### src/rtl/c1_sum_seq_pkg.sv
// Shared definitions for the ones'-complement accumulate controller:
// state encoding, default word width and the negative-zero pattern.
package c1_sum_seq_pkg;

   localparam int W_DEF = 4;

   // All-ones is negative zero in ones'-complement at the default width.
   localparam logic [W_DEF-1:0] NEG_ZERO = '1;

   typedef enum logic [1:0] {
      S_IDLE = 2'd0,
      S_WAIT = 2'd1,
      S_FOLD = 2'd2,
      S_DONE = 2'd3
   } state_e;

endpackage : c1_sum_seq_pkg

### src/rtl/c1_sum_seq_word_add.sv
// Combinational W-bit adder with carry-in and carry-out; the single
// arithmetic resource shared by the raw-add and end-around-fold passes.
module c1_word_add #(
   parameter int W = 4
) (
   input  logic [W-1:0] i_a,
   input  logic [W-1:0] i_b,
   input  logic         i_cin,
   output logic [W-1:0] o_sum,
   output logic         o_cout
);

   logic [W:0] w_full;

   assign w_full = {1'b0, i_a} + {1'b0, i_b} + {{W{1'b0}}, i_cin};
   assign o_sum  = w_full[W-1:0];
   assign o_cout = w_full[W];

endmodule : c1_word_add

### src/rtl/c1_sum_seq.sv
// Accumulates a frame of ones'-complement words into one sum, two adder
// passes per word (raw add, then end-around-carry fold), valid/ready both sides.
module c1_sum_seq
   import c1_sum_seq_pkg::*;
#(
   parameter int W              = W_DEF,
   parameter int LEN_W          = 4,
   parameter bit NORM_NEG_ZERO  = 1'b0,
   parameter bit COMPLEMENT_OUT = 1'b0
) (
   input  logic             clk,
   input  logic             rst_n,
   input  logic             start,
   input  logic [LEN_W-1:0] len,
   input  logic             abort,
   input  logic [W-1:0]     in_data,
   input  logic             in_valid,
   output logic             in_ready,
   output logic [W-1:0]     result,
   output logic             out_valid,
   input  logic             out_ready,
   output logic             busy
);

   localparam logic [W-1:0] L_NEG_ZERO = '1;

   state_e           r_state;
   logic [W-1:0]     r_acc;
   logic [W-1:0]     r_tmp;
   logic             r_cy;
   logic [LEN_W-1:0] r_cnt;
   logic [W-1:0]     r_result;

   logic [W-1:0]     w_add_a;
   logic [W-1:0]     w_add_b;
   logic             w_add_cin;
   logic [W-1:0]     w_add_sum;
   logic             w_add_cout;

   // Normalisation happens before inversion so a checksum of negative zero
   // and of positive zero agree when NORM_NEG_ZERO is set.
   function automatic logic [W-1:0] shape_result(input logic [W-1:0] sum);
      logic [W-1:0] v;
      v = sum;
      if (NORM_NEG_ZERO && (v == L_NEG_ZERO)) v = '0;
      if (COMPLEMENT_OUT) v = ~v;
      return v;
   endfunction

   // NOTE: every variable driven in always_comb gets a default first, so no
   // path leaves it unassigned and no latch is inferred.
   always_comb begin
      w_add_a   = r_acc;
      w_add_b   = in_data;
      w_add_cin = 1'b0;
      if (r_state == S_FOLD) begin
         w_add_a   = r_tmp;
         w_add_b   = '0;
         w_add_cin = r_cy;
      end
   end

   c1_word_add #(.W(W)) u_add (
      .i_a    (w_add_a),
      .i_b    (w_add_b),
      .i_cin  (w_add_cin),
      .o_sum  (w_add_sum),
      .o_cout (w_add_cout)
   );

   // NOTE: state registers use non-blocking assignments so every register
   // samples pre-edge values regardless of statement order.
   always_ff @(posedge clk or negedge rst_n) begin
      if (!rst_n) begin
         r_state  <= S_IDLE;
         r_acc    <= '0;
         r_tmp    <= '0;
         r_cy     <= 1'b0;
         r_cnt    <= '0;
         r_result <= '0;
      end else if (abort) begin
         r_state <= S_IDLE;
         r_acc   <= '0;
      end else begin
         unique case (r_state)
            S_IDLE: begin
               if (start) begin
                  r_cnt <= len;
                  r_acc <= '0;
                  if (len != '0) begin
                     r_state <= S_WAIT;
                  end else begin
                     r_state  <= S_DONE;
                     r_result <= shape_result('0);
                  end
               end
            end
            S_WAIT: begin
               if (in_valid) begin
                  r_tmp   <= w_add_sum;
                  r_cy    <= w_add_cout;
                  r_state <= S_FOLD;
               end
            end
            S_FOLD: begin
               // tmp + cy never carries again: a carry implies tmp <= 2^W-2.
               r_acc <= w_add_sum;
               r_cnt <= r_cnt - 1'b1;
               if (r_cnt == LEN_W'(1)) begin
                  r_state  <= S_DONE;
                  r_result <= shape_result(w_add_sum);
               end else begin
                  r_state <= S_WAIT;
               end
            end
            S_DONE: begin
               if (out_ready) r_state <= S_IDLE;
            end
            default: r_state <= S_IDLE;
         endcase
      end
   end

   // in_ready is gated by abort so a word offered alongside abort is never taken.
   assign in_ready  = (r_state == S_WAIT) && !abort;
   assign out_valid = (r_state == S_DONE);
   assign busy      = (r_state != S_IDLE);
   assign result    = r_result;

endmodule : c1_sum_seq

### config.mk
export PLATFORM = sky130hd
export DESIGN_NAME = c1_sum_seq
export DESIGN_NICKNAME = d
export VERILOG_FILES = /design/src/rtl/c1_sum_seq_pkg.sv /design/src/rtl/c1_sum_seq_word_add.sv /design/src/rtl/c1_sum_seq.sv
export SDC_FILE = /design/constraint.sdc
export NUM_CORES = 1
export LEC_CHECK = 0
export BUFFER_PORTS_ARGS = -buffer_cell sky130_fd_sc_hd__buf_2
export CORE_ASPECT_RATIO = 1.4
export CORE_MARGIN = 1
export CORE_UTILIZATION = 58
export DETAILED_ROUTE_END_ITERATION = 16
export GPL_ROUTABILITY_DRIVEN = 0
export PLACE_DENSITY = 0.82
export SYNTH_ARGS = -nofsm -noshare
export SYNTH_HDL_FRONTEND = slang
export SYNTH_SLANG_ARGS = --single-unit
### constraint.sdc
create_clock -name clk -period 4.2 [get_ports clk]
set_clock_uncertainty 0.2 [all_clocks]
set_input_delay 0.42 -clock clk [delete_from_list [all_inputs] [get_ports clk]]
set_output_delay 0.42 -clock clk [all_outputs]
set_load 0.01 [all_outputs]
# Word level (Yosys, flattened, before mapping)
# Cells that the tools add are included.
[word_totals]
reg_bits = 19
inputBits = 14
wordCells = 51
[op_classes]
add_sub_neg = 3
reduce_logical = 12
n_eq_ne = 10
muxes = 19
n_bitwise = 1
[op_table]
columns = ["cell", "count"]
rows = [
  ["two-way mux 4 bit", 8],
  ["case mux 4 bit (2 select lines)", 3],
  ["two-way mux 2 bit", 6],
  ["AND reduction 3 bit", 3],
  ["case mux 2 bit (4 select lines)", 1],
  ["inequality test 3 bit (second input constant)", 2],
  ["adder 4 x 4 -> 5 bit", 1],
  ["adder 5 x 1 -> 5 bit", 1],
  ["AND reduction 5 bit", 1],
  ["equality test 2 bit (second input constant)", 2],
  ["equality test 4 x 1 -> 1 bit (second input constant)", 1],
  ["inequality test 2 bit (second input constant)", 2],
  ["nonzero test 2 bit", 2],
  ["nonzero test 4 bit", 1],
  ["subtractor 4 x 1 -> 4 bit (second input constant)", 1],
  ["inequality test 3 x 2 -> 1 bit (second input constant)", 1],
  ["nonzero test 3 bit", 1],
  ["equality test 2 x 1 -> 1 bit (second input constant)", 1],
  ["logical NOT 2 bit", 1],
  ["inequality test 2 x 1 -> 1 bit (second input constant)", 1],
  ["AND reduction 2 bit", 1],
  ["logical AND 1 bit", 1],
  ["logical NOT 1 bit", 1],
  ["two-way mux 1 bit", 1],
  ["inverter 1 bit", 1],
]

# Logic depth before layout (Yosys ltp)
# Gate-level depths: netlist of the first run.
[logic_depth]
word_depth = 6
depth_mapped = 12
depth_no_buf = 9

# By module
# From an unflattened synthesis of the first run, not the netlist that was laid out.
[hier_totals]
cells_unflattened = 115
area_unflattened_um2 = 1236.2
[modules_own_cells]
columns = ["module", "area_per_inst_um2", "cells_per_inst", "instances"]
rows = [
  ["c1_sum_seq", 1092.3, 99, 1],
  ["c1_word_add", 143.9, 16, 1],
]

# Worst setup path after synthesis of the first run
# No wires, ideal clock.
[synth_path]
path_type = "register -> register"
start = "reg r_state[0]"
end = "reg r_tmp[2]"
n_path_buf = 2
synth_period_minus_slack_ns = 2.552
stages_incl_launch_ff = 9
t_required_ns = 3.875
setup_time_ns = 0.125
arrival_time_ns = 2.227
slack_ns = 1.648
path_cell_list = "dfrtp_1 nand2b_1 buf_4 buf_4 mux2i_1 fa_1 fa_1 xnor2_1 mux2_4"
[synth_between]
elab_chain_cells = 4
elab_cells_between_ends = 8
[synth_rtl]
columns = ["item", "line", "rtl"]
rows = [
  ["start: declaration", "c1_sum_seq.sv:27", "state_e r_state;"],
  ["start signal: assignment", "c1_sum_seq.sv:75", "r_state <= S_IDLE;"],
  ["start signal: assignment", "c1_sum_seq.sv:82", "r_state <= S_IDLE;"],
  ["start signal: assignment", "c1_sum_seq.sv:91", "r_state <= S_WAIT;"],
  ["equality test 2 bit", "c1_sum_seq.sv:56", "if (r_state == S_FOLD) begin"],
  ["two-way mux 4 bit", "c1_sum_seq.sv:56", ""],
  ["adder 4 x 4 -> 5 bit", "c1_sum_seq_word_add.sv:15", "assign w_full = {1'b0, i_a} + {1'b0, i_b} + {{W{1'b0}}, i_cin};"],
  ["adder 5 x 1 -> 5 bit", "c1_sum_seq_word_add.sv:15", ""],
  ["end signal: assignment", "c1_sum_seq.sv:100", "r_tmp <= w_add_sum;"],
  ["end: declaration", "c1_sum_seq.sv:29", "logic [W-1:0] r_tmp;"],
]
# Several ways; a longest one is shown, not always the timed one.
# A chain may end at the register's enable or synchronous reset.

# Worst setup path in the final report of the first run
[layout_path]
start = "reg r_state[1]"
end = "reg r_result[2] (netlist: result[2])"
[layout_between]
elab_chain_cells = 6
elab_cells_between_ends = 14
[layout_rtl]
columns = ["item", "line", "rtl"]
rows = [
  ["equality test 2 bit", "c1_sum_seq.sv:56, c1_sum_seq.sv:85", ""],
  ["two-way mux 4 bit", "c1_sum_seq.sv:56", ""],
  ["adder 4 x 4 -> 5 bit", "c1_sum_seq_word_add.sv:15", ""],
  ["adder 5 x 1 -> 5 bit", "c1_sum_seq_word_add.sv:15", ""],
  ["two-way mux 4 bit", "c1_sum_seq.sv:109", "if (r_cnt == LEN_W'(1)) begin"],
  ["case mux 4 bit (2 select lines)", "c1_sum_seq.sv:85", "unique case (r_state)"],
  ["end signal: assignment", "c1_sum_seq.sv:94", "r_result <= shape_result('0);"],
  ["end signal: assignment", "c1_sum_seq.sv:111", "r_result <= shape_result(w_add_sum);"],
  ["end: declaration", "c1_sum_seq.sv:32", "logic [W-1:0] r_result;"],
]
# Several ways; a longest one is shown, not always the timed one. The select of a mux whose other input is x is not followed.

==> results of run 1 <==
[kinds of logic (layout without fill, tap and decap cells)]
| family | count (synthesis) | count (layout) | synth area share (%) |
|---|---|---|---|
| buffers and inverters | 17 | 37 | 7.059 |
| AO/OA/AOI/OAI | 33 | 33 | 20.76 |
| flip-flops | 19 | 19 | 40.04 |
| AND/OR/NAND/NOR | 41 | 41 | 19.07 |
| XOR/XNOR | 2 | 2 | 1.476 |
| multiplexers | 3 | 3 | 2.950 |
| adder cells (fa/ha/maj) | 7 | 7 | 8.641 |
[placed cells by master, fill, tap and decap left out, drive strengths merged]
cell type	instances
nor3	3
a311o	1
a22oi	3
o21ai	5
fa	2
nor4	1
clkbuf	4
o41ai	1
nor2	14
a21oi	12
xnor2	2
nand4	1
a21bo	1
ha	5
nand3	2
o211ai	1
nand3b	2
a211oi	1
o21bai	1
o31ai	1
dfrtp	19
a21o	1
buf	20
nand2	11
mux2	1
nor3b	1
mux2i	2
and2	3
dlygate4sd3	1
inv	12
a221oi	1
nor2b	1
o2bb2ai	4
nand2b	2
[final cells by class]
cell class                      count  share of cell area, %
Timing Repair Buffer               21                  8.397
Sequential cell                    19                  36.26
Multi-Input combinational cell     86                  47.90
Clock buffer                        4                  2.004
Inverter                           12                  3.435
Tap cell                           21                  2.004
[state kept, by name (all words and copies together) (netlist names)]
register and flops:
r_acc 4, r_cnt 4, r_tmp 4, result 4
r_state 2, r_cy 1
[worst min-delay path by stage]
| stage | start | end | slack [ns] | cells after the start |
|---|---|---|---|---|
| detailed placement | rst_n | r_state[0]$_DFFE_PN0P_ | 0.18 | 1 |
| global placement | rst_n | r_state[0]$_DFFE_PN0P_ | 0.18 | 1 |
| global route | out_ready | r_state[0]$_DFFE_PN0P_ | 0.13 | 2 |
| finish | out_ready | r_state[0]$_DFFE_PN0P_ | 0.11 | 2 |
| floorplan | rst_n | r_acc[0]$_DFFE_PN0P_ | -0.08 | 0 |
| CTS | out_ready | r_state[0]$_DFFE_PN0P_ | 0.10 | 2 |
[power groups by stage]
stage | registers, uW | clock network [uW] | logic [uW]
after CTS | 244 | 97.6 | 148
after global placement | 246 | 0 | 139
after global routing | 249 | 100 | 165
after floorplan | 238 | 0 | 114
after detailed placement | 248 | 0 | 147
final | 244 | 96.0 | 147
[through the flow]
step / area, sq um / total power [uW] / instances / worst slack [ns]
floorplan: 1187 / 351.9 / 122 / 1.648
global placement: 1275 / 385.0 / 158 / 1.428
detailed placement: 1275 / 395.1 / 158 / 1.301
CTS: 1311 / 490.0 / 163 / 1.266
global route: 1311 / 514.3 / 163 / 0.9884
finish: 1311 / 486.8 / 163 / 1.236
[critical path, cell delays in order, from the launching register on]
cell	delay [ns]
sky130_fd_sc_hd__dfrtp_1	0.59
sky130_fd_sc_hd__nand2b_1	0.45
sky130_fd_sc_hd__mux2i_1	0.25
sky130_fd_sc_hd__fa_1	0.46
sky130_fd_sc_hd__fa_1	0.42
sky130_fd_sc_hd__xnor2_1	0.28
sky130_fd_sc_hd__inv_1	0.10
sky130_fd_sc_hd__o2bb2ai_1	0.15
[routing by layer]
metal  wire, um  vias up  global-route usage [%]  share of wire, %
li1           -      468                       -                 -
met1       1026      464                   32.14                41
met2       1334       32                   41.24                53
met3         93        5                   3.213               3.7
met4         59        0                   13.33               2.3
met5          0        -                       0                 0
[repair_timing]
action / CTS / global route
hold buffers: 1 / 0
endpoints found under the hold margin: 19 / 0
setup endpoints to repair: 0 / 0
==> flow_results.org, run 1 <==
** Status
- The run finished with clean final reports.

** Routing
- Wire length per cell :: 15.43 um
- Initial drt markers :: 23
- Final ANT Viol Nets :: 0
- The first detailed-routing pass took 4 iterations.
- The routed layout has 969 vias.
- For this run, design rule violations remaining after detail routing come to 0.
- Average via count per standard cell :: 5.945
- Detailed-route wire length :: 2515 um

** Final layout
- Cells fill 67.27% of the core in the end.
- Combined flip-flop and latch cell area :: 475.5 sq um
- Footprint of the multi-input gates :: 628.1 sq um
- Antenna Diode Count :: 0
- The area growth from synthesis to layout is 10.43%.
- The net count of the finished layout is 164.
- The filler cells instantiated in the layout total 159.
- Share of final-layout standard cells stronger than drive strength 1 :: 23.24%

** Critical path
- Slack of the worst reg-to-reg path :: 1.24 ns
- The critical path starts at r_state[1]$_DFFE_PN0P_.
- STA classifies the critical path startpoint as a flop.
- The worst setup path is of the reg -> reg kind.
- The critical path ends at result[2]$_DFFE_PN0P_.
- The endpoint identified for the worst register-to-register timing path is result[2]$_DFFE_PN0P_.
- Source of the worst register-to-register timing path :: r_state[1]$_DFFE_PN0P_
- Required time reported for the critical path endpoint :: 4.24 ns
- Cell depth of the worst flop-to-flop path :: 7
- STA puts the critical path data arrival time at 3.00 ns.
- Crit. End Element :: flop
- Along the worst path, the maximum fanout reaches 18.

** Pwr
- Net switching is 34.71% of the power.
- Internal power comes to 317.8 uW.
- Per report_power, the clock group accounts for 19.7% of the total.
- Reported leakage power :: 0.0006433 uW
- Pwr Density :: 371.3 nW/um^2
- Net switching power of the design :: 169.0 uW
- Power share of the sequential group :: 50.2%
- Combinational logic burns 30.1% of the power.
- IR drop worst, VDD :: 0.2805 mV

** Global routing
- Gr ovfl total :: 0
- Wire length of the first global-routing pass :: 3960 um
- The via count of the first global-routing pass is 886.
- Entering global routing, the biggest net connects 20 pins.
- Global-route total usage across every layer :: 25.76%
- The initial antenna violation count is 0.

** Logic synthesis
- In the post-synthesis netlist, the cell with the most instances is sky130_fd_sc_hd__dfrtp_1.
- Sequential elements use 40.04% of the synthesized area.
- Number of warnings issued by yosys :: 0
- Portion of synthesized cell area occupied by the leading cell type :: 40.04%
- Of all flip-flops after synthesis, the portion carrying an async set or reset was 100.0%.
- The mapped netlist covers 1187 sq um.
- Synthesis produced a netlist whose cell count is 122.
- Main area contributors after synthesis :: sky130_fd_sc_hd__dfrtp_1 40%, sky130_fd_sc_hd__ha_1 5.3%, sky130_fd_sc_hd__a21oi_1 5.1%
- By count the netlist is led by 19 x sky130_fd_sc_hd__dfrtp_1, 13 x sky130_fd_sc_hd__nor2_1, 12 x sky130_fd_sc_hd__a21oi_1, 12 x sky130_fd_sc_hd__inv_1, 10 x sky130_fd_sc_hd__nand2_1.
- Total nets after synthesis :: 143
- Cell taking the most area after synthesis :: sky130_fd_sc_hd__dfrtp_1
- In this run, synthesis produced a sequential element count of 19.
- Post-synth EDFFs :: 0
- Count of different cell masters after synthesis :: 38
- In the synthesized netlist the dominant register cell turns out to be sky130_fd_sc_hd__dfrtp_1.
- Syn avg cell area :: 9.733 sq um

** Floorplanning
- Io pins :: 21
- Initial core utilization :: 60.91%
- Core ar. :: 1949 sq um
- Die Width :: 40.24 um
- The floorplan step defined a die boundary enclosing 2235 sq um.
- Row generation in the floorplan step produced 19 rows.
- Die span in y :: 55.54 um

** STA
- Total Negative Setup Slacks :: 0 ns
- For the pin with the worst max-slew slack, the measured transition is 0.6529 ns.
- Setup violations remaining at the end of the flow were counted as 0.
- Setup repair after global routing missed its margin :: false
- Highest achievable clock rate :: 337.3 MHz
- On the final layout, the worst hold slack is 0.1107 ns.
- In the finished design, the share of the clock period the worst path needs comes to 70.58%.
- After layout, the minimum clock period comes to 2.964 ns.
- Final hold viol count :: 0
- Normalized max-slew margin :: 56.47%
- Max Slew Vio Count :: 0

** Clock network
- H-Tree Level Count :: 1
- Clock Tree Buf Depth :: 2
- Once the clock tree was built, the setup fixing pass inserted 0 buffers.
- # resized after CTS :: 0
- Cts bufs inserted :: 3
- Insertion delay of the later-clocked pin in the worst-skew pair :: 0.31 ns
- CTS saw 19 sinks.
- Clock tree root driver cell :: sky130_fd_sc_hd__clkbuf_4
- Clock Pin Slew Worst Setup and Hold Paths :: 0.11 ns
- TritonCTS built the clock tree.

** Min path
- HP Class :: in -> reg

** Place
- Once detailed placement completed, the half-perimeter wirelength came to 1911 um.
- Buffers placed on the I/O ports in this run total 20.

** Job
- The tool flagged a number of max-cap violations equal to 0.
No activity file was read; power rests on OpenSTA's default activity.
==> run 2: changes to the inputs <==
--- a/config.mk
+++ b/config.mk
@@ -8,10 +8,10 @@
 export BUFFER_PORTS_ARGS = -buffer_cell sky130_fd_sc_hd__buf_2
 export CORE_ASPECT_RATIO = 1.4
 export CORE_MARGIN = 1
-export CORE_UTILIZATION = 58
+export CORE_UTILIZATION = 54
 export DETAILED_ROUTE_END_ITERATION = 16
 export GPL_ROUTABILITY_DRIVEN = 0
-export PLACE_DENSITY = 0.82
+export PLACE_DENSITY = 0.77
 export SYNTH_ARGS = -nofsm -noshare
 export SYNTH_HDL_FRONTEND = slang
 export SYNTH_SLANG_ARGS = --single-unit
==> constraint.sdc (replaced) <==
create_clock -name clk -period 3.1 [get_ports clk]
set_clock_uncertainty 0.2 [all_clocks]
set_input_delay 0.31 -clock clk [delete_from_list [all_inputs] [get_ports clk]]
set_output_delay 0.31 -clock clk [all_outputs]
set_load 0.01 [all_outputs]
==> run 2 against run 1 <==
Effect of this change:
- via count is 2.0% higher
- register-to-register slack worse by 0.69 ns
- flip-flop and latch count stayed put
- critical path type unchanged
- critical endpoint is now r_acc[2]$_DFFE_PN0P_
- largest power group unchanged
- highest routed layer unchanged
==> flow_results.org, run 2 (synthesis gave the netlist of run 1 again) <==
** Status
- Run status :: completed (unchanged)

** Critical path
- The cell with the largest stage delay on the worst path was sky130_fd_sc_hd__dfrtp_1 (unchanged).
- The data required time at the worst endpoint was 3.15 ns (was 4.24 ns).
- The cell repeated most along the worst path is sky130_fd_sc_hd__fa_1 (unchanged).
- The arrival time at the worst endpoint came to 2.60 ns (was 3.00 ns).
- The length in cells of the worst reg-to-reg path was 7 (unchanged).
- The critical path's largest stage delay came to 0.59 ns (about the same).
- The category of the worst setup path capture point is a flop (unchanged).
- The flop-to-flop setup slack came to 0.54 ns (was 1.24 ns).
- Peak fanout along the critical path :: 10 (was 18)
- Crit start category :: flop (unchanged)
- Cell Chain, Critical Path: nand2b_1, mux2i_1, fa_1, fa_1, xnor2_1, a22oi_1, nor2_1 (was nand2b_1, mux2i_1, fa_1, fa_1, xnor2_1, inv_1, o2bb2ai_1).
- The critical path class is reg -> reg (unchanged).

** Clock network
- Clock Pin Slew Worst Setup and Hold Paths :: 0.11 ns (about the same)
- # clock sinks :: 19 (unchanged)
- The count of buffers added by post-CTS timing repair for setup came to 0 (unchanged).
- The CTS tree was built (unchanged).
- The cell chosen for the clock root is sky130_fd_sc_hd__clkbuf_4 (unchanged).
- # resized after CTS :: 0 (unchanged)
- The maximum number of buffers from clock root to sink is 2 (unchanged).
- The number of H-tree branching levels came to 1 (unchanged).
- The CTS buffer count came to 3 (unchanged).
- Insertion delay of the later-clocked pin in the worst-skew pair :: 0.31 ns (about the same)

** STA
- The final worst setup slack came to 0.5446 ns (was 1.236 ns).
- The number of endpoints failing setup at the final stage was 0 (unchanged).
- Normalized max-slew margin :: 70.94% (was 56.47%)
- Highest achievable clock rate :: 391.3 MHz (was 337.3 MHz)
- Max Slew Vio Count :: 0 (unchanged)
- Setup repair after global routing missed its margin :: false (unchanged)
- The ratio of final minimum period to clock period came to 82.43% (was 70.58%).
- Hold slack :: 0.09278 ns (was 0.1107 ns)
- The total count of hold-check failures in the final report is 0 (unchanged).
- The shortest period the worst path allows came to 2.555 ns (was 2.964 ns).
- The final setup TNS came to 0 ns (unchanged).
- Pin slew with the least headroom to its limit :: 0.4358 ns (was 0.6529 ns)

** Routing
- Initial drt markers :: 22 (was 23)
- Routed vias :: 988 (was 969)
- The number of routed nets with antenna violations came to 0 (unchanged).
- Average via count per standard cell :: 5.952 (was 5.945)
- Number of search-and-repair iterations in the first detailed-routing pass :: 4 (unchanged)
- The total detailed-routing wirelength was 2621 um (was 2515 um).
- The remaining routing DRC violations is 0 (unchanged).
- The wire length per cell after detailed routing came to 15.79 um (was 15.43 um).

** Global routing
- The via count of the first global-routing pass came to 951 (was 886).
- Global-route track usage on met2 :: 41.52% (was 41.24%)
- The pin count of the biggest net entering global routing is 20 (unchanged).
- Most used routing layer :: met2 (unchanged)
- The met3 capacity usage during global routing was 1.899% (was 3.213%).
- The global-route wire length before repair was 4305 um (was 3960 um).
- Antenna violations before repair :: 0 (unchanged)
- The aggregate global routing overflow is 0 (unchanged).
- The total track usage came to 24.42% (was 25.76%).
- The global routing usage on met1 was 30.98% (was 32.14%).

** Min path
- Cell count of the worst hold path :: 2 (unchanged)
- HP Class :: in -> reg (unchanged)

** Final layout
- Most common cell after layout, fill and taps aside :: sky130_fd_sc_hd__buf_2 (unchanged)
- The number of nets in the layout is 167 (was 164).
- The area occupied by registers came to 475.5 sq um (unchanged).
- Commonest non-fill, non-tap cells in the layout :: 20 x sky130_fd_sc_hd__buf_2, 19 x sky130_fd_sc_hd__dfrtp_1, 13 x sky130_fd_sc_hd__nor2_1, 12 x sky130_fd_sc_hd__inv_1, 12 x sky130_fd_sc_hd__a21oi_1 (unchanged)
- The area overhead of the layout relative to synthesis was 12.54% (was 10.43%).
- The proportion of layout cells with a drive suffix above 1 is 24.14% (was 23.24%).
- Cell area after layout :: 1336 sq um (was 1311 sq um)
- Number of inserted filler cells in the final layout :: 186 (was 159)
- The combined area of the multi-input logic cells came to 628.1 sq um (unchanged).
- Antenna Diode Count :: 0 (unchanged)

** Pwr
- The power density relative to cell area came to 498.3 nW/um^2 (was 371.3 nW/um^2).
- IR drop worst, VDD :: 0.3392 mV (was 0.2805 mV)
- Reported leakage power :: 0.0006571 uW (was 0.0006433 uW)
- Total power :: 665.9 uW (was 486.8 uW)

** Place
- The post-placement worst setup slack came to 0.5649 ns (was 1.301 ns).
- The number of port buffers came to 20 (unchanged).
- The total cell area at the placement stage is 1290 sq um (was 1275 sq um).
- HPWL reported at the end of detailed placement :: 2029 um (was 1911 um)

** Floorplanning
- Overall die area :: 2393 sq um (was 2235 sq um)
- The floorplan die height was 57.49 um (was 55.54 um).
- Core ar. :: 2021 sq um (was 1949 sq um)
- The die outline width was 41.63 um (was 40.24 um).
- The starting density of the core is 58.76% (was 60.91%).
- The number of rows created at floorplan came to 19 (unchanged).
- Io pins :: 21 (unchanged)

** Job
- Maxcap violations :: 0 (unchanged)
==> run 2: cell types whose count changed in the layout (fill, tap and decap cells not counted), sizes merged <==
cell	change
buf	+2
dlygate4sd3	+1
==> run 2: power by group <==
part / switching [uW] / internal (uW)
sequential: 38.4 / 294
clock: 79.5 / 50.4
combinational: 114 / 90.2
==> run 2: final cells by class <==
type / count / share of cell area, %
well taps: 21 / 1.966
clock buffers: 4 / 1.966
multi-input cells: 86 / 47.00
inverters: 12 / 3.371
repair buffers: 24 / 10.11
flip-flops and latches: 19 / 35.58
==> run 2: metrics by stage <==
stage,utilization [%],instances
2_1_floorplan,-,122
3_3_place_gp,63.84,160
3_5_place_dp,63.84,160
4_1_cts,66.13,166
5_1_grt,66.13,166
6_report,66.13,166
==> run 2: worst paths after layout <==
check / from / to
worst min-delay path: len[0] / r_cnt[0]$_DFFE_PN0P_
min in group asynchronous: rst_n / r_acc[1]$_DFFE_PN0P_
worst max-delay path: r_state[1]$_DFFE_PN0P_ / r_acc[2]$_DFFE_PN0P_
worst max register to register: r_state[1]$_DFFE_PN0P_ / r_acc[2]$_DFFE_PN0P_
worst min register to register: result[0]$_DFFE_PN0P_ / result[0]$_DFFE_PN0P_
max in group asynchronous: rst_n / r_acc[2]$_DFFE_PN0P_
==> run 2: repair_timing <==
| item | 4_1_cts | 5_1_grt |
|---|---|---|
| hold buffers | 2 | 0 |
| setup endpoints to repair | 0 | 0 |
| hold endpoints to repair | 20 | 0 |
==> run 2: routing by layer <==
| layer | up-vias | wire [um] |
|---|---|---|
| met1 | 484 | 1050 |
| li1 | 467 | - |
| met2 | 32 | 1415 |
| met3 | 5 | 95 |
| met4 | 0 | 60 |
| met5 | - | 0 |
==> run 2: critical path, delay by kind of cell (launching register included) <==
family	cells	cell delay [ns]
simple gates	2	0.27
xor+xnor	1	0.27
fa+ha+maj	2	0.85
compound gates	1	0.13
mux	1	0.17
flops	1	0.59
==> run 3: changes to the inputs <==
--- a/config.mk
+++ b/config.mk
@@ -8,10 +8,10 @@
 export BUFFER_PORTS_ARGS = -buffer_cell sky130_fd_sc_hd__buf_2
 export CORE_ASPECT_RATIO = 1.4
 export CORE_MARGIN = 1
-export CORE_UTILIZATION = 54
+export CORE_UTILIZATION = 49
 export DETAILED_ROUTE_END_ITERATION = 16
 export GPL_ROUTABILITY_DRIVEN = 0
-export PLACE_DENSITY = 0.77
+export PLACE_DENSITY = 0.74
 export SYNTH_ARGS = -nofsm -noshare
 export SYNTH_HDL_FRONTEND = slang
 export SYNTH_SLANG_ARGS = --single-unit
==> constraint.sdc (replaced) <==
create_clock -name clk -period 2.2 [get_ports clk]
set_clock_uncertainty 0.2 [all_clocks]
set_input_delay 0.22 -clock clk [delete_from_list [all_inputs] [get_ports clk]]
set_output_delay 0.22 -clock clk [all_outputs]
set_load 0.01 [all_outputs]
==> run 3 against run 2 <==
Effect of this change:
- the run now ends with design-rule violations, negative setup slack left
- critical path depth decreased by 1
- utilization decreased by 0.51 points
- register-to-register slack got worse by 0.55 ns
- count of clock-buffer cells in the layout decreased by 1
- sequential power increased by 39%
- sequential share of layout area decreased by 3.0 points
- non-clock buffer count increased by 9
- worst hold slack got worse by 0.077 ns
- combinational power increased by 66%
- global-route usage decreased by 1.8 points
- design area increased by 9.4%
- setup slack got worse by 0.55 ns
==> flow_results.org, run 3 (synthesis gave the netlist of run 1 again) <==
** Clock network
- The number of H-tree branching levels is 1 (unchanged).
- The maximum number of buffers from clock root to sink is 2 (unchanged).
- Cts bufs inserted :: 3 (unchanged)
- Insertion delay of the later-clocked pin in the worst-skew pair :: 0.31 ns (about the same)
- The CTS clock-pin slew for the worst setup and hold paths was 0.11 ns (about the same).
- The cell chosen for the clock root was sky130_fd_sc_hd__clkbuf_4 (unchanged).
- CTS tree :: built (unchanged)
- The number of clock sinks came to 19 (unchanged).

** STA
- The slew at the pin closest to its max-slew limit came to 0.4230 ns (was 0.4358 ns).
- Max Slew Vio Count :: 0 (unchanged)
- Normalized max-slew margin :: 71.80% (was 70.94%)
- Final critical delay including setup and external delays :: 2.205 ns (was 2.555 ns)
- Post-route fraction of the period consumed by the critical path :: 100.2% (was 82.43%)
- The worst hold slack is 0.01596 ns (was 0.09278 ns).
- Setup repair after global routing missed its margin: true (was false).
- The final worst setup slack is -0.005262 ns (was 0.5446 ns).
- The total count of hold-check failures in the final report is 0 (unchanged).
- Setup-violating endpoint count in the final report :: 2 (was 0)
- Highest achievable clock rate :: 453.5 MHz (was 391.3 MHz)

** Final layout
- The number of filler cells placed in the layout is 188 (was 186).
- The area overhead of the layout relative to synthesis came to 23.08% (was 12.54%).
- The number of nets in the layout is 176 (was 167).
- Antenna Diode Count :: 0 (unchanged)
- Commonest non-fill, non-tap cells in the layout: 20 x sky130_fd_sc_hd__buf_2, 19 x sky130_fd_sc_hd__dfrtp_1, 13 x sky130_fd_sc_hd__nor2_1, 12 x sky130_fd_sc_hd__inv_1, 11 x sky130_fd_sc_hd__a21oi_1 (was 20 x sky130_fd_sc_hd__buf_2, 19 x sky130_fd_sc_hd__dfrtp_1, 13 x sky130_fd_sc_hd__nor2_1, 12 x sky130_fd_sc_hd__inv_1, 12 x sky130_fd_sc_hd__a21oi_1).
- The number of standard cells in the final layout excluding fillers is 176 (was 166).
- Share of final-layout standard cells stronger than drive strength 1 :: 34.42% (was 24.14%)
- Most common cell after layout, fill and taps aside :: sky130_fd_sc_hd__buf_2 (unchanged)

** Global routing
- Gr ovfl total :: 0 (unchanged)
- Global-route total usage across every layer :: 22.59% (was 24.42%)
- Number of global-route vias before repair :: 1,008 (was 951)
- The initial antenna violation count came to 0 (unchanged).
- Wire length of the first global-routing pass :: 4243 um (was 4305 um)
- Largest net degree at the start of global routing :: 20 (unchanged)

** Routing
- The number of iterations in the first detailed-routing pass is 10 (was 4).
- The total number of vias came to 979 (was 988).
- The number of routed nets with antenna violations is 0 (unchanged).
- Detailed-route wire length :: 2651 um (was 2621 um)
- The starting DRC count in detailed routing came to 37 (was 22).
- Wire length per cell :: 15.06 um (was 15.79 um)
- DRC viols :: 2 (was 0)
- The vias per cell came to 5.563 (was 5.952).

** Critical path
- Source of the worst register-to-register timing path :: r_state[0]$_DFFE_PN0P_ (was r_state[1]$_DFFE_PN0P_)
- The terminus of the critical flop-to-flop path is r_tmp[2]$_DFFE_PN0P_ (was r_acc[2]$_DFFE_PN0P_).
- The destination of the critical timing path was r_tmp[2]$_DFFE_PN0P_ (was r_acc[2]$_DFFE_PN0P_).
- The length in cells of the worst reg-to-reg path came to 6 (was 7).
- The critical path class was reg -> reg (unchanged).
- Peak fanout along the critical path :: 5 (was 10)
- The category of the worst setup path capture point was a flop (unchanged).
- The arrival time at the worst endpoint is 2.22 ns (was 2.60 ns).
- Crit. Startpoint :: r_state[0]$_DFFE_PN0P_ (was r_state[1]$_DFFE_PN0P_)
- The flop-to-flop setup slack is -0.005 ns (was 0.54 ns).
- The data required time at the worst endpoint is 2.21 ns (was 3.15 ns).
- Crit start category :: flop (unchanged)

** Place
- Dpl cells :: 167 (was 160)
- HPWL reported at the end of detailed placement :: 2011 um (was 2029 um)
- Number of buffers added on ports :: 20 (unchanged)

** Pwr
- Fraction of power consumed by the clock network :: 18.9% (was 19.5%)
- Net switching power of the design :: 344.3 uW (was 231.6 uW)
- Power share of the sequential group :: 46.8% (was 49.9%)
- The cell internal power dissipation came to 643.0 uW (was 434.2 uW).
- The combinational share of power was 34.3% (was 30.6%).
- The switching power share of the total was 34.88% (was 34.79%).
- IR drop worst, VDD :: 0.4959 mV (was 0.3392 mV)
- Pwr Density :: 675.6 nW/um^2 (was 498.3 nW/um^2)
- Reported leakage power :: 0.0007185 uW (was 0.0006571 uW)

** Status
- The checks that failed: design-rule violations, negative setup slack.
- Run status: finished with violations (was completed).

** Floorplanning
- The floorplan die height is 60.25 um (was 57.49 um).
- The area of the core region came to 2227 sq um (was 2021 sq um).
- The die outline width was 43.61 um (was 41.63 um).
- FP Rows :: 20 (was 19)
- The die footprint was 2627 sq um (was 2393 sq um).
- The number of I/O pins is 21 (unchanged).
- The starting density of the core is 53.31% (was 58.76%).

** Min path
- HP Class :: in -> reg (unchanged)

** Job
- Maxcap violations :: 0 (unchanged)
## run 3: worst min-delay path by stage
stage | start | endpoint | slack, ns | cells past startpoint
final | in_valid | r_state[1]$_DFFE_PN0P_ | 0.02 | 3
after global routing | in_valid | r_state[1]$_DFFE_PN0P_ | 0.02 | 3
after CTS | in_valid | r_state[1]$_DFFE_PN0P_ | 0.007 | 3
after detailed placement | rst_n | r_cnt[2]$_DFFE_PN0P_ | -0.01 | 1
after global placement | rst_n | r_cnt[2]$_DFFE_PN0P_ | -0.02 | 1
after floorplan | rst_n | r_acc[0]$_DFFE_PN0P_ | -0.28 | 0
## run 3: area by class of cell
| type | instances | area (sq um) | area share, % |
|---|---|---|---|
| clock inverters | 1 | 5.005 | 0.3425 |
| well taps | 22 | 27.53 | 1.884 |
| inverters | 12 | 45.04 | 3.082 |
| flip-flops and latches | 19 | 475.5 | 32.53 |
| clock buffers | 3 | 22.52 | 1.541 |
| multi-input cells | 86 | 680.7 | 46.58 |
| repair buffers | 33 | 205.2 | 14.04 |
## run 3: repair_timing
| item | CTS | global route |
|---|---|---|
| endpoints found under the setup margin | 8 | 7 |
| hold endpoints to repair | 21 | 0 |
| hold buffers | 3 | 0 |
| resized for setup | 3 | 2 |
| buffers inserted | 2 | 0 |
| pin swaps | 1 | 0 |
## run 3: through the flow
stage               area, sq um  util [%]  worst slack, ns  setup TNS, ns  power [uW]
finish                     1461     65.62        -0.005262      -0.008613       987.3
global route               1461     65.62         -0.08270        -0.2891        1044
CTS                        1451     65.17         -0.01580       -0.02566       990.2
detailed placement         1356     60.90         -0.04534        -0.1523       783.5
global placement           1356     60.90       -0.0009487     -0.0009487       767.1
floorplan                  1215         -          -0.1999        -0.7091       683.7
## run 3: power by group through the flow
stage / combinational, uW / sequential [uW] / clock [uW]
after floorplan: 230 / 454 / 0
after global placement: 303 / 464 / 0
after detailed placement: 315 / 469 / 0
after CTS: 340 / 461 / 189
after global routing: 379 / 466 / 199
final: 339 / 462 / 186
## run 3: metal layers
layer  GRT usage (%)  up-vias  wire length [um]
li1                -      484                 -
met1           24.61      474              1071
met4           11.61        0                53
met3           1.813        5                67
met2           42.43       16              1459
met5               0        -                 0
## run 3: critical path, cell delays in order (launching register included)
cell and delay [ns]:
sky130_fd_sc_hd__dfrtp_1 0.43, sky130_fd_sc_hd__nand2b_4 0.18, sky130_fd_sc_hd__mux2i_1 0.14, sky130_fd_sc_hd__fa_2 0.36
sky130_fd_sc_hd__fa_2 0.38, sky130_fd_sc_hd__xnor2_2 0.16, sky130_fd_sc_hd__mux2_4 0.27
